===== config.mk =====
export PLATFORM = sky130hd
export DESIGN_NAME = control_unit_flat
export DESIGN_NICKNAME = d
export VERILOG_FILES = /design/src/rtl/control_unit_pkg.sv /design/src/rtl/control_unit_if.sv /design/src/rtl/control_unit_instr_decode.sv /design/src/rtl/control_unit.sv /design/src/flat_wrapper.sv
export SDC_FILE = /design/constraint.sdc
export NUM_CORES = 1
export LEC_CHECK = 0
export CORE_AREA = 2 2 96 98
export CTS_CLUSTER_DIAMETER = 100
export CTS_CLUSTER_SIZE = 40
export DETAILED_ROUTE_END_ITERATION = 8
export DIE_AREA = 0 0 98 100
export DONT_BUFFER_PORTS = 1
export GPL_TIMING_DRIVEN = 0
export PLACE_DENSITY = 0.46
export SLEW_MARGIN = 30
export SYNTH_ARGS = -nofsm -noshare
export SYNTH_HDL_FRONTEND = slang
export SYNTH_HIERARCHICAL = 1
export SYNTH_SLANG_ARGS = --single-unit
export TNS_END_PERCENT = 100

===== constraint.sdc =====
create_clock -name clk -period 4.76 [get_ports clk]
set_input_delay 0.952 -clock clk [delete_from_list [all_inputs] [get_ports clk]]
set_output_delay 0.952 -clock clk [all_outputs]
set_load 0.01 [all_outputs]

===== src/rtl/control_unit_pkg.sv =====
// Shared types and encodings for the multi-cycle control unit:
// sequencer states, instruction classes, opcodes and instruction field positions.
package cpu_pkg;

  typedef enum logic [3:0] {
    IDLE   = 4'd0,
    FETCH  = 4'd1,
    DECODE = 4'd2,
    LDI_WR = 4'd3,
    RD_A   = 4'd4,
    RD_B   = 4'd5,
    EXEC   = 4'd6,
    WB     = 4'd7,
    NEXT   = 4'd8,
    DONE   = 4'd9,
    HALTED = 4'd10
  } state_e;

  typedef enum logic [1:0] {
    CLS_NOP  = 2'd0,
    CLS_LDI  = 2'd1,
    CLS_ALU  = 2'd2,
    CLS_HALT = 2'd3
  } iclass_e;

  localparam logic [3:0] OP_LDI  = 4'b1000;
  localparam logic [3:0] OP_HALT = 4'b1111;

  localparam logic [2:0] ALU_ADD = 3'b000;
  localparam logic [2:0] ALU_SUB = 3'b001;
  localparam logic [2:0] ALU_AND = 3'b010;
  localparam logic [2:0] ALU_OR  = 3'b011;

  localparam int CLS_MSB   = 15;
  localparam int CLS_LSB   = 12;
  localparam int ALUOP_MSB = 15;
  localparam int ALUOP_LSB = 13;
  localparam int RD_MSB    = 9;
  localparam int RD_LSB    = 8;
  localparam int RS1_MSB   = 5;
  localparam int RS1_LSB   = 4;
  localparam int RS2_MSB   = 1;
  localparam int RS2_LSB   = 0;
  localparam int IMM_MSB   = 7;
  localparam int IMM_LSB   = 0;

  // A clear top bit marks an ALU op regardless of the remaining class bits.
  function automatic iclass_e classify(input logic [3:0] op);
    if (op[3] == 1'b0) begin
      return CLS_ALU;
    end else if (op == OP_LDI) begin
      return CLS_LDI;
    end else if (op == OP_HALT) begin
      return CLS_HALT;
    end else begin
      return CLS_NOP;
    end
  endfunction

endpackage


===== src/rtl/control_unit_if.sv =====
// Bus between the control unit and its datapath: instruction register,
// register file, ALU, plus start/status handshake.
interface control_unit_if #(
  parameter int PC_W   = 2,
  parameter int DATA_W = 8
);
  logic              start;
  logic [PC_W-1:0]   ir_pc;
  logic              ir_en;
  logic [15:0]       ir_data;
  logic [1:0]        reg_addr;
  logic              reg_rd;
  logic              reg_wr;
  logic [DATA_W-1:0] reg_wdata;
  logic [DATA_W-1:0] reg_rdata;
  logic [2:0]        alu_op;
  logic [DATA_W-1:0] alu_a;
  logic [DATA_W-1:0] alu_b;
  logic [DATA_W-1:0] alu_y;
  logic              busy;
  logic              done;
  logic              halted;

  modport master (
    input  start, ir_data, reg_rdata, alu_y,
    output ir_pc, ir_en, reg_addr, reg_rd, reg_wr, reg_wdata,
           alu_op, alu_a, alu_b, busy, done, halted
  );

  modport slave (
    output start, ir_data, reg_rdata, alu_y,
    input  ir_pc, ir_en, reg_addr, reg_rd, reg_wr, reg_wdata,
           alu_op, alu_a, alu_b, busy, done, halted
  );
endinterface


===== src/rtl/control_unit_instr_decode.sv =====
// Combinational instruction decoder: splits a 16-bit word into class,
// register fields, immediate and ALU opcode.
module instr_decode
  import cpu_pkg::*;
(
  input  logic [15:0] ir_i,
  output iclass_e     cls_o,
  output logic [1:0]  rd_o,
  output logic [1:0]  rs1_o,
  output logic [1:0]  rs2_o,
  output logic [7:0]  imm_o,
  output logic [2:0]  alu_op_o
);
  logic unused_bits_s;

  always_comb begin
    cls_o    = classify(ir_i[CLS_MSB:CLS_LSB]);
    rd_o     = ir_i[RD_MSB:RD_LSB];
    rs1_o    = ir_i[RS1_MSB:RS1_LSB];
    rs2_o    = ir_i[RS2_MSB:RS2_LSB];
    imm_o    = ir_i[IMM_MSB:IMM_LSB];
    alu_op_o = ir_i[ALUOP_MSB:ALUOP_LSB];
  end

  assign unused_bits_s = &{1'b0, ir_i[11:10]};

endmodule


===== src/rtl/control_unit.sv =====
// Fetch/decode/execute sequencer for the 8-bit datapath; strobes are
// registered from the next state so they line up with the state they belong to.
module control_unit
  import cpu_pkg::*;
#(
  parameter int PC_W     = 2,
  parameter int PROG_LEN = 4,
  parameter int DATA_W   = 8
) (
  input  logic           clk,
  input  logic           rst_n,
  control_unit_if.master bus
);
  localparam logic [PC_W-1:0] LAST_PC = PC_W'(PROG_LEN - 1);
  localparam logic [PC_W-1:0] PC_ONE  = PC_W'(1);

  state_e            state_q, state_d;
  logic [PC_W-1:0]   pc_q, pc_d;
  logic [15:0]       ir_q, ir_d;
  logic [DATA_W-1:0] a_q, a_d, b_q, b_d;
  logic [2:0]        alu_op_q, alu_op_d;
  logic [DATA_W-1:0] alu_a_q, alu_a_d, alu_b_q, alu_b_d;
  logic [PC_W-1:0]   ir_pc_q, ir_pc_d;
  logic              ir_en_q, ir_en_d;
  logic [1:0]        reg_addr_q, reg_addr_d;
  logic              reg_rd_q, reg_rd_d, reg_wr_q, reg_wr_d;
  logic [DATA_W-1:0] reg_wdata_q, reg_wdata_d;
  logic              busy_q, busy_d, done_q, done_d, halted_q, halted_d;

  iclass_e           dec_cls;
  logic [1:0]        dec_rd, dec_rs1, dec_rs2;
  logic [7:0]        dec_imm;
  logic [2:0]        dec_alu_op;

  // The decoder sees the word being latched in DECODE so the next state can branch on it.
  assign ir_d = (state_q == DECODE) ? bus.ir_data : ir_q;

  instr_decode u_dec (
    .ir_i    (ir_d),
    .cls_o   (dec_cls),
    .rd_o    (dec_rd),
    .rs1_o   (dec_rs1),
    .rs2_o   (dec_rs2),
    .imm_o   (dec_imm),
    .alu_op_o(dec_alu_op)
  );

  always_comb begin
    state_d  = state_q;
    pc_d     = pc_q;
    a_d      = a_q;
    b_d      = b_q;
    alu_op_d = alu_op_q;
    alu_a_d  = alu_a_q;
    alu_b_d  = alu_b_q;
    case (state_q)
      IDLE, HALTED: begin
        if (bus.start) begin
          pc_d    = '0;
          state_d = FETCH;
        end else begin
          state_d = state_q;
        end
      end
      FETCH:  state_d = DECODE;
      DECODE: begin
        case (dec_cls)
          CLS_LDI:  state_d = LDI_WR;
          CLS_ALU:  state_d = RD_A;
          CLS_HALT: state_d = HALTED;
          default:  state_d = NEXT;
        endcase
      end
      LDI_WR: state_d = NEXT;
      RD_A:   state_d = RD_B;
      RD_B: begin
        a_d     = bus.reg_rdata;
        state_d = EXEC;
      end
      // ALU inputs are loaded here and then held until the next ALU instruction.
      EXEC: begin
        b_d      = bus.reg_rdata;
        alu_op_d = dec_alu_op;
        alu_a_d  = a_q;
        alu_b_d  = bus.reg_rdata;
        state_d  = WB;
      end
      WB:   state_d = NEXT;
      NEXT: begin
        if (pc_q == LAST_PC) begin
          state_d = DONE;
        end else begin
          pc_d    = pc_q + PC_ONE;
          state_d = FETCH;
        end
      end
      DONE:    state_d = IDLE;
      default: state_d = IDLE;
    endcase
  end

  always_comb begin
    ir_pc_d     = '0;
    ir_en_d     = 1'b0;
    reg_addr_d  = 2'b00;
    reg_rd_d    = 1'b0;
    reg_wr_d    = 1'b0;
    reg_wdata_d = '0;
    done_d      = 1'b0;
    halted_d    = 1'b0;
    busy_d      = !((state_d == IDLE) || (state_d == HALTED));
    case (state_d)
      FETCH, DECODE: begin
        ir_pc_d = pc_d;
        ir_en_d = 1'b1;
      end
      LDI_WR: begin
        reg_addr_d  = dec_rd;
        reg_wr_d    = 1'b1;
        reg_wdata_d = DATA_W'(dec_imm);
      end
      RD_A: begin
        reg_addr_d = dec_rs1;
        reg_rd_d   = 1'b1;
      end
      RD_B: begin
        reg_addr_d = dec_rs2;
        reg_rd_d   = 1'b1;
      end
      WB: begin
        reg_addr_d = dec_rd;
        reg_wr_d   = 1'b1;
      end
      DONE:    done_d   = 1'b1;
      HALTED:  halted_d = 1'b1;
      default: busy_d   = busy_d;
    endcase
  end

  always_ff @(posedge clk or negedge rst_n) begin
    if (!rst_n) begin
      state_q     <= IDLE;
      pc_q        <= '0;
      ir_q        <= 16'h0000;
      a_q         <= '0;
      b_q         <= '0;
      alu_op_q    <= 3'b000;
      alu_a_q     <= '0;
      alu_b_q     <= '0;
      ir_pc_q     <= '0;
      ir_en_q     <= 1'b0;
      reg_addr_q  <= 2'b00;
      reg_rd_q    <= 1'b0;
      reg_wr_q    <= 1'b0;
      reg_wdata_q <= '0;
      busy_q      <= 1'b0;
      done_q      <= 1'b0;
      halted_q    <= 1'b0;
    end else begin
      state_q     <= state_d;
      pc_q        <= pc_d;
      ir_q        <= ir_d;
      a_q         <= a_d;
      b_q         <= b_d;
      alu_op_q    <= alu_op_d;
      alu_a_q     <= alu_a_d;
      alu_b_q     <= alu_b_d;
      ir_pc_q     <= ir_pc_d;
      ir_en_q     <= ir_en_d;
      reg_addr_q  <= reg_addr_d;
      reg_rd_q    <= reg_rd_d;
      reg_wr_q    <= reg_wr_d;
      reg_wdata_q <= reg_wdata_d;
      busy_q      <= busy_d;
      done_q      <= done_d;
      halted_q    <= halted_d;
    end
  end

  assign bus.ir_pc     = ir_pc_q;
  assign bus.ir_en     = ir_en_q;
  assign bus.reg_addr  = reg_addr_q;
  assign bus.reg_rd    = reg_rd_q;
  assign bus.reg_wr    = reg_wr_q;
  // The ALU result only settles once WB presents its operands, so it bypasses the register.
  assign bus.reg_wdata = (state_q == WB) ? bus.alu_y : reg_wdata_q;
  assign bus.alu_op    = alu_op_q;
  assign bus.alu_a     = alu_a_q;
  assign bus.alu_b     = alu_b_q;
  assign bus.busy      = busy_q;
  assign bus.done      = done_q;
  assign bus.halted    = halted_q;

endmodule

===== src/flat_wrapper.sv =====
// flat-port wrapper written by rule: the top's interface ports become plain ports
module control_unit_flat import cpu_pkg::*;
#(
  parameter int PC_W     = 2,
  parameter int PROG_LEN = 4,
  parameter int DATA_W   = 8
)
  (clk, rst_n, bus_start, bus_ir_data, bus_reg_rdata, bus_alu_y, bus_ir_pc, bus_ir_en, bus_reg_addr, bus_reg_rd, bus_reg_wr, bus_reg_wdata, bus_alu_op, bus_alu_a, bus_alu_b, bus_busy, bus_done, bus_halted);
  control_unit_if #(.PC_W(PC_W), .DATA_W(DATA_W)) bus_i ();
  input  logic clk;
  input  logic rst_n;
  input wire logic [$bits(bus_i.start)-1:0] bus_start;
  input wire logic [$bits(bus_i.ir_data)-1:0] bus_ir_data;
  input wire logic [$bits(bus_i.reg_rdata)-1:0] bus_reg_rdata;
  input wire logic [$bits(bus_i.alu_y)-1:0] bus_alu_y;
  output wire logic [$bits(bus_i.ir_pc)-1:0] bus_ir_pc;
  output wire logic [$bits(bus_i.ir_en)-1:0] bus_ir_en;
  output wire logic [$bits(bus_i.reg_addr)-1:0] bus_reg_addr;
  output wire logic [$bits(bus_i.reg_rd)-1:0] bus_reg_rd;
  output wire logic [$bits(bus_i.reg_wr)-1:0] bus_reg_wr;
  output wire logic [$bits(bus_i.reg_wdata)-1:0] bus_reg_wdata;
  output wire logic [$bits(bus_i.alu_op)-1:0] bus_alu_op;
  output wire logic [$bits(bus_i.alu_a)-1:0] bus_alu_a;
  output wire logic [$bits(bus_i.alu_b)-1:0] bus_alu_b;
  output wire logic [$bits(bus_i.busy)-1:0] bus_busy;
  output wire logic [$bits(bus_i.done)-1:0] bus_done;
  output wire logic [$bits(bus_i.halted)-1:0] bus_halted;
  assign bus_i.start = bus_start;
  assign bus_i.ir_data = bus_ir_data;
  assign bus_i.reg_rdata = bus_reg_rdata;
  assign bus_i.alu_y = bus_alu_y;
  assign bus_ir_pc = bus_i.ir_pc;
  assign bus_ir_en = bus_i.ir_en;
  assign bus_reg_addr = bus_i.reg_addr;
  assign bus_reg_rd = bus_i.reg_rd;
  assign bus_reg_wr = bus_i.reg_wr;
  assign bus_reg_wdata = bus_i.reg_wdata;
  assign bus_alu_op = bus_i.alu_op;
  assign bus_alu_a = bus_i.alu_a;
  assign bus_alu_b = bus_i.alu_b;
  assign bus_busy = bus_i.busy;
  assign bus_done = bus_i.done;
  assign bus_halted = bus_i.halted;
  control_unit #(.PC_W(PC_W), .PROG_LEN(PROG_LEN), .DATA_W(DATA_W)) u_core (.clk(clk), .rst_n(rst_n), .bus(bus_i));
endmodule

==> results of run 1 <==
==> state kept, by name, indices dropped and copies added (netlist names) <==
name / flops
u_core/bus.alu_a: 8
u_core/bus.done: 1
u_core/bus.halted: 1
u_core/bus.reg_addr: 2
u_core/bus.busy: 1
u_core/bus.alu_b: 8
u_core/bus.reg_wr: 1
u_core/state_q: 4
u_core/bus.ir_pc: 2
u_core/bus.ir_en: 1
u_core/bus.alu_op: 3
u_core/reg_wdata_q: 8
u_core/bus.reg_rd: 1
u_core/a_q: 8
u_core/ir_q: 14
u_core/pc_q: 2
==> routing by layer <==
layer	GRT usage	up-vias
li1	-	762
met1	0.144	805
met2	0.185	47
met3	0.0508	9
met4	0.0481	0
met5	0	-
==> per-stage QoR <==
step	hold WS, ps	power (mW)	instances
after global placement	472	1.86	326
after floorplan	456	1.69	215
after detailed placement	479	1.86	326
final	310	2.36	342
after global routing	273	2.54	342
after CTS	287	2.40	342
==> worst paths after layout <==
kind	start	depth (start not counted)	endpoint	slack [ps]
max in group asynchronous	rst_n	0	u_core/a_q[4]$_DFFE_PN0P_	4340
hold reg to reg	u_core/ir_q[7]$_DFF_PN0_	1	u_core/ir_q[7]$_DFF_PN0_	490
setup / recovery	u_core/state_q[0]$_DFF_PN0_	13	u_core/reg_wdata_q[0]$_DFF_PN0_	940
min in group clk	u_core/ir_q[7]$_DFF_PN0_	1	u_core/ir_q[7]$_DFF_PN0_	490
hold / removal	rst_n	0	u_core/ir_q[2]$_DFF_PN0_	310
setup reg to reg	u_core/state_q[0]$_DFF_PN0_	13	u_core/reg_wdata_q[0]$_DFF_PN0_	940
==> area by class of cell <==
cell class | instances | share of cell area
sequential | 65 | 0.492
multi-input combinational | 122 | 0.339
buffer | 24 | 0.0549
clock buffer | 14 | 0.0492
tap | 111 | 0.0420
clock inverter | 2 | 0.0182
inverter | 4 | 0.00454
==> where the power goes <==
group	total, mW	internal (mW)	switching, mW
logic	0.892	0.484	0.408
clock network	0.524	0.325	0.199
registers	0.947	0.784	0.163
==> critical path, cell delays in order, from the launching register on <==
cell and delay, ps:
dfrtp_1 370, buf_6 140, or2b_4 300, nor3_4 360, buf_2 310, mux2_2 390, and3_4 190, o21a_1 200
ha_1 240, nor4b_2 440, nor2_1 90, and4b_1 250, and2b_1 260, and2_1 180
==> impl_metrics.json, run 1 <==
{
  "outcome": "finished, final reports clean",
  "end_kind": "register",
  "clock-root-buffer": "clkbuf_8",
  "fill_cells": 899,
  "cts_resized": 0,
  "yosysWarnings": 6,
  "dpl-instance-area_um2": 3080,
  "synthesis.nets": 253,
  "synthesis.area_um2": 2940,
  "num_vias": 1623,
  "hpwl_mm": 3.75,
  "grt_pass1_wl_mm": 8.86,
  "place_congestion": 0.757,
  "cts_hold_buf": 0,
  "register_area_um2": 1630,
  "antenna_found_initial": 0,
  "synthCells": 215,
  "grtUsageTotal": 0.118,
  "cts_buffers": 9,
  "ir_drop_v": 0.000298,
  "utilization": 0.372,
  "drc": 0,
  "wl_per_cell_um": 16.0,
  "final_common_cell": "dfrtp_1",
  "grt_max_degree": 66,
  "powerDensity_nw_per_um2": 715,
  "rsz0062_at_grt": "no",
  "wl_mm": 5.48,
  "dr.pass1.iters": 4,
  "grt.overflow.total": 0,
  "dr_wl_met2_mm": 2.58,
  "die_x_um": 98,
  "cts_sinks": 65,
  "skew_ps": 6.45,
  "finalSetupTns_ps": 0,
  "finalWorstSetupSlack_ps": 936,
  "multiInputGateArea_um2": 1120,
  "drv_slew": 0,
  "post_cts_buffers": 0,
  "core_um2": 8890,
  "fp-row-count": 35,
  "clk_latency_ps": 330,
  "fin_area_um2": 3310,
  "place.port_buffers": 0,
  "highest_layer": "met4",
  "h-tree-depth": 3,
  "final_cell_mix": "dfrtp_1, mux2_2, buf_4, clkbuf_8, and2_1",
  "die_height_um": 100,
  "die-area_um2": 9800,
  "vias_per_cell": 4.75,
  "finalSetupViolations": 0,
  "grt_pass1_vias": 1676,
  "num-nets-final": 264,
  "antenna_left": 0,
  "fmax_mhz": 262,
  "tightest_slew_ps": 530,
  "diodes": 0,
  "drive_above_1_share": 0.407,
  "start_kind": "register",
  "p_leak_nw": 1.49,
  "hold_path_class": "in -> async",
  "path_max_fanout": 10,
  "hold_violations": 0,
  "start_util": 0.331,
  "max-cap-violations": 0,
  "cts_tree": "built",
  "critPathRequiredTime_ps": 4980,
  "finalCritPeriodShare": 0.803,
  "io_pins": 72,
  "critical_path_arrival_ps": 4040,
  "critPathKind": "reg -> reg",
  "relSlewSlack": 0.642,
  "wl_met3_um": 361,
  "pre_cts_ws_ps": 858,
  "clk_pin_slew_ps": 70,
  "drt-initial-drc-count": 69,
  "period_needed_ps": 3820,
  "synth_area_per_cell_um2": 13.7,
  "cts_buffer_depth": 2,
  "synthToLayoutAreaGrowth_pct": 12.3,
  "wl_met1_mm": 2.45
}
No activity file was read; power rests on OpenSTA's default activity.
==> run 2, diff against run 1 <==
clock period = 4 ns   (was 4.76 ns; I/O delays follow)
==> run 2 against run 1 <==
Effect of this change:
- sequential power is 19% higher
- core utilization rose by 0.25 points
- clock power grew 19%
- flip-flop and latch count stayed put
- count of clock-buffer cells in the layout is the same
- clock skew barely moved
- via count increased by 1.2%
==> impl_metrics.json, run 2 (synthesis gave the netlist of run 1 again) <==
{
  "outcome": "finished, final reports clean",
  "pwr-share-seq": 0.399,
  "die_height_um": 100,
  "place.port_buffers": 0,
  "dr.pass1.iters": 4,
  "hold_violations": 0,
  "start_util": 0.331,
  "vias_per_cell": 4.76,
  "grt_pass1_vias": 1676,
  "num_vias": 1643,
  "share_comb_of_total_power": 0.381,
  "tightest_slew_ps": 530,
  "wl_per_cell_um": 16.0,
  "critical_path_arrival_ps": 3900,
  "diodes": 0,
  "grt_pass1_wl_mm": 8.86,
  "end_kind": "register",
  "path_delay_family": "simple AND/OR/NAND/NOR gates",
  "cts_sinks": 65,
  "final_common_cell": "dfrtp_1",
  "cts_buffers": 9,
  "powerDensity_nw_per_um2": 849,
  "power_switching_mw": 0.919,
  "drc": 0,
  "largest_reg_flops": 14,
  "cts_tree": "built",
  "slowest_stage": "nor4b_2",
  "path_buf_inv": 2,
  "antenna_left": 0,
  "drv_slew": 0,
  "switching_share": 0.325,
  "crit_cells": 13,
  "p_leak_nw": 1.51,
  "cts_hold_buf": 0,
  "pre_cts_ws_ps": 98.3,
  "skew_ps": 6.60,
  "die_x_um": 98,
  "h-tree-depth": 3,
  "rsz0062_at_grt": "no",
  "fp-row-count": 35,
  "core_um2": 8890,
  "worstPathCellList": "buf_6, or2b_4, nor3_4, buf_2, mux2_2, and3_4, o21a_1, ha_1, nor4b_2, nor2_1, and4b_1, and2b_1, and2_1",
  "relSlewSlack": 0.642,
  "place_congestion": 0.757,
  "hold_path_class": "in -> async",
  "fin_area_um2": 3330,
  "grt.overflow.total": 0,
  "critPathRequiredTime_ps": 4220,
  "num-nets-final": 267,
  "ir_drop_v": 0.000354,
  "whs_ps": 158,
  "clock-root-buffer": "clkbuf_8",
  "drt-initial-drc-count": 59,
  "clk_pin_slew_ps": 70,
  "die-area_um2": 9800,
  "period_needed_ps": 3680,
  "start_kind": "register",
  "cts_resized": 0,
  "post_cts_buffers": 0,
  "fmax_mhz": 272,
  "critPathKind": "reg -> reg",
  "antenna_found_initial": 0,
  "dpl-instance-area_um2": 3080,
  "io_pins": 72,
  "critPathMaxStageDelay_ps": 440,
  "wl_mm": 5.51,
  "r2r_cells": 13,
  "max-cap-violations": 0,
  "largest-register": "u_core/ir_q",
  "clk_latency_ps": 330,
  "internal_power_mw": 1.91,
  "drive_above_1_share": 0.415,
  "final_cell_mix": "dfrtp_1, mux2_2, buf_4, clkbuf_8, and2_1",
  "synthToLayoutAreaGrowth_pct": 13.0,
  "cts_buffer_depth": 2,
  "grtUsageTotal": 0.118,
  "path_max_fanout": 10,
  "dp_cells": 326,
  "finalWorstSetupSlack_ps": 322,
  "power_frac_clock": 0.221,
  "finalNonFillerCells": 345,
  "finalCritPeriodShare": 0.919,
  "finalSetupViolations": 0,
  "hpwl_mm": 3.75,
  "finalSetupTns_ps": 0,
  "grt_max_degree": 66
}
## run 2: layout make-up
type	count	area [µm²]
fill	901	5560
multi-input combinational	122	1120
inverter	4	15.0
buffer	24	181
tap	111	139
timing repair buffer	3	22.5
clock buffer	14	163
sequential	65	1630
clock inverter	2	60.1
## run 2: worst paths after layout
kind	startpoint	to	slack [ps]
worst max-delay path	u_core/state_q[0]$_DFF_PN0_	u_core/reg_wdata_q[0]$_DFF_PN0_	320
worst min-delay path	rst_n	u_core/reg_wdata_q[2]$_DFF_PN0_	160
worst max register to register	u_core/state_q[0]$_DFF_PN0_	u_core/reg_wdata_q[0]$_DFF_PN0_	320
worst min register to register	u_core/ir_q[7]$_DFF_PN0_	u_core/ir_q[7]$_DFF_PN0_	490
max in group asynchronous	rst_n	u_core/a_q[4]$_DFFE_PN0P_	3720
min in group clk	u_core/ir_q[7]$_DFF_PN0_	u_core/ir_q[7]$_DFF_PN0_	490
## run 2: power by group through the flow
stage                     logic [mW]  clock network, mW  registers, mW
after global routing            1.20              0.677           1.16
after detailed placement        1.07                  0           1.15
after global placement          1.07                  0           1.14
after CTS                       1.08              0.645           1.13
after floorplan                0.916                  0           1.10
final                           1.08              0.623           1.13
## run 2: per-layer routing
metal | vias up | global-route usage | wire [µm]
met5 | - | 0 | 0
met3 | 9 | 0.0508 | 369
met2 | 49 | 0.185 | 2600
met1 | 818 | 0.144 | 2440
met4 | 0 | 0.0481 | 93
li1 | 767 | - | -
## run 2: stage by stage
| stage | utilization | power, mW |
|---|---|---|
| after global routing | 0.374 | 3.03 |
| after CTS | 0.372 | 2.86 |
| final | 0.374 | 2.83 |
| after detailed placement | 0.347 | 2.22 |
| after floorplan | - | 2.01 |
| after global placement | 0.347 | 2.21 |
## run 2: worst register-to-register path, cell delays in order (launching register included)
cell and delay [ps]:
dfrtp_1 370, buf_6 140, or2b_4 300, nor3_4 240, buf_2 260, mux2_2 390
and3_4 190, o21a_1 200, ha_1 240, nor4b_2 440, nor2_1 90, and4b_1 250
and2b_1 260, and2_1 190
==> run 3, diff against run 2 <==
CORE_AREA = 2 2 74 128   (was 2 2 96 98)
DIE_AREA = 0 0 76 130   (was 0 0 98 100)
==> run 3 against run 2 <==
Effect of this change:
- routed wire length up 7.1%
- critical path depth unchanged
- count of clock-buffer cells in the layout down 2
- sequential share of layout area down 1.0 points
- fmax down 0.29%
- via count up 1.9%
- core utilization up 0.65 points
- worst setup slack worse by 11 ps
- final area up 2.1%
- total power up 5.2%
- global-route usage up 1.1 points
- highest routed layer unchanged
==> impl_metrics.json, run 3 (synthesis gave the netlist of run 1 again) <==
{
  "power_switching_mw": 0.946,
  "grt_pass1_vias": 1840,
  "drc": 0,
  "cts_hold_buf": 0,
  "num-nets-final": 265,
  "drt-initial-drc-count": 36,
  "cts_buffer_depth": 2,
  "grt.overflow.total": 0,
  "internal_power_mw": 2.03,
  "critical_path_arrival_ps": 3900,
  "die-area_um2": 9880,
  "power_frac_clock": 0.259,
  "path_buf_inv": 2,
  "num_vias": 1674,
  "relSlewSlack": 0.647,
  "clock-root-buffer": "clkbuf_16",
  "io_pins": 72,
  "slowest_stage": "nor4b_2",
  "finalSetupTns_ps": 0,
  "skew_ps": 2.82,
  "wl_mm": 5.90,
  "ir_drop_v": 0.000281,
  "cts_resized": 0,
  "path_delay_family": "simple AND/OR/NAND/NOR gates",
  "clk_latency_ps": 320,
  "largest_reg_flops": 14,
  "powerDensity_nw_per_um2": 875,
  "start_kind": "register",
  "share_comb_of_total_power": 0.361,
  "die_x_um": 76,
  "grt_max_degree": 66,
  "final_cell_mix": "dfrtp_1, mux2_2, buf_4, clkbuf_16, and2_1",
  "place_congestion": 0.827,
  "wl_per_cell_um": 16.8,
  "worstPathCellList": "buf_6, or2b_4, nor3_4, buf_2, mux2_2, and3_4, o21a_1, ha_1, nor4b_2, nor2_1, and4b_1, and2b_1, and2_1",
  "largest-register": "u_core/ir_q",
  "grt_pass1_wl_mm": 9.68,
  "finalSetupViolations": 0,
  "post_cts_buffers": 1,
  "start_util": 0.330,
  "critPathMaxStageDelay_ps": 470,
  "place.port_buffers": 0,
  "fill_cells": 878,
  "dpl-instance-area_um2": 3090,
  "pwr-share-seq": 0.380,
  "vias_per_cell": 4.77,
  "hold_violations": 0,
  "final_common_cell": "dfrtp_1",
  "core_um2": 8920,
  "switching_share": 0.318,
  "antenna_left": 0,
  "clk_pin_slew_ps": 50,
  "grtUsageTotal": 0.129,
  "path_max_fanout": 10,
  "fp-row-count": 46,
  "cts_buffers": 9,
  "fmax_mhz": 271,
  "period_needed_ps": 3690,
  "h-tree-depth": 3,
  "hpwl_mm": 4.25,
  "tightest_slew_ps": 523,
  "cts_sinks": 65,
  "outcome": "finished, final reports clean",
  "rsz0062_at_grt": "no",
  "p_leak_nw": 1.54,
  "multiInputGateArea_um2": 1120,
  "drv_slew": 0,
  "end_kind": "register",
  "synthToLayoutAreaGrowth_pct": 15.4,
  "pre_cts_ws_ps": -23.6,
  "finalWorstSetupSlack_ps": 312,
  "dr.pass1.iters": 3,
  "diodes": 0,
  "finalCritPeriodShare": 0.922,
  "antenna_found_initial": 0,
  "register_area_um2": 1630,
  "fin_area_um2": 3400,
  "die_height_um": 130,
  "critPathKind": "reg -> reg",
  "cts_tree": "built",
  "whs_ps": 173,
  "max-cap-violations": 0,
  "hold_path_class": "in -> async",
  "drive_above_1_share": 0.416,
  "critPathRequiredTime_ps": 4210
}
==> run 3: cell types whose count changed in the layout (fill, tap and decap cells not counted), sizes merged <==
| cell | delta |
|---|---|
| clkinv | +2 |
| clkbuf | -2 |
| buf | -2 |
| bufinv | -1 |
==> run 3: power by group through the flow <==
stage	combinational, mW	sequential [mW]	clock [mW]
2_1_floorplan	0.916	1.10	0
3_3_place_gp	1.07	1.14	0
3_5_place_dp	1.09	1.15	0
4_1_cts	1.09	1.14	0.804
5_1_grt	1.19	1.17	0.831
6_report	1.07	1.13	0.771
==> run 3: path summary, 6_finish.rpt <==
path / start / end / slack [ps] / depth (start not counted)
worst max-delay path: u_core/state_q[0]$_DFF_PN0_ / u_core/reg_wdata_q[4]$_DFF_PN0_ / 310 / 13
worst min-delay path: rst_n / u_core/ir_q[4]$_DFF_PN0_ / 170 / 0
worst max register to register: u_core/state_q[0]$_DFF_PN0_ / u_core/reg_wdata_q[4]$_DFF_PN0_ / 310 / 13
worst min register to register: u_core/ir_q[7]$_DFF_PN0_ / u_core/ir_q[7]$_DFF_PN0_ / 490 / 1
max in group asynchronous: rst_n / u_core/bus.alu_b[7]$_DFFE_PN0P_ / 3710 / 0
min in group clk: u_core/ir_q[7]$_DFF_PN0_ / u_core/ir_q[7]$_DFF_PN0_ / 490 / 1
==> run 3: routing by layer <==
layer | GRT usage | part of all wire
met5 | 0 | 0
met4 | 0.0834 | 0.032
met3 | 0.0470 | 0.061
met2 | 0.224 | 0.53
met1 | 0.133 | 0.38
==> run 3: cell type report <==
cell class | count | area share
clock buffer | 12 | 0.0755
tap | 120 | 0.0442
timing repair buffer | 1 | 0.00221
buffer | 24 | 0.0534
clock inverter | 3 | 0.0118
inverter | 4 | 0.00442
multi-input combinational | 122 | 0.330
sequential | 65 | 0.479
==> run 3: per-stage QoR <==
stage | util | power, mW | instances
final | 0.381 | 2.97 | 351
after global routing | 0.381 | 3.19 | 351
after CTS | 0.381 | 3.03 | 351
after detailed placement | 0.347 | 2.23 | 335
after global placement | 0.347 | 2.22 | 335
after floorplan | - | 2.01 | 215
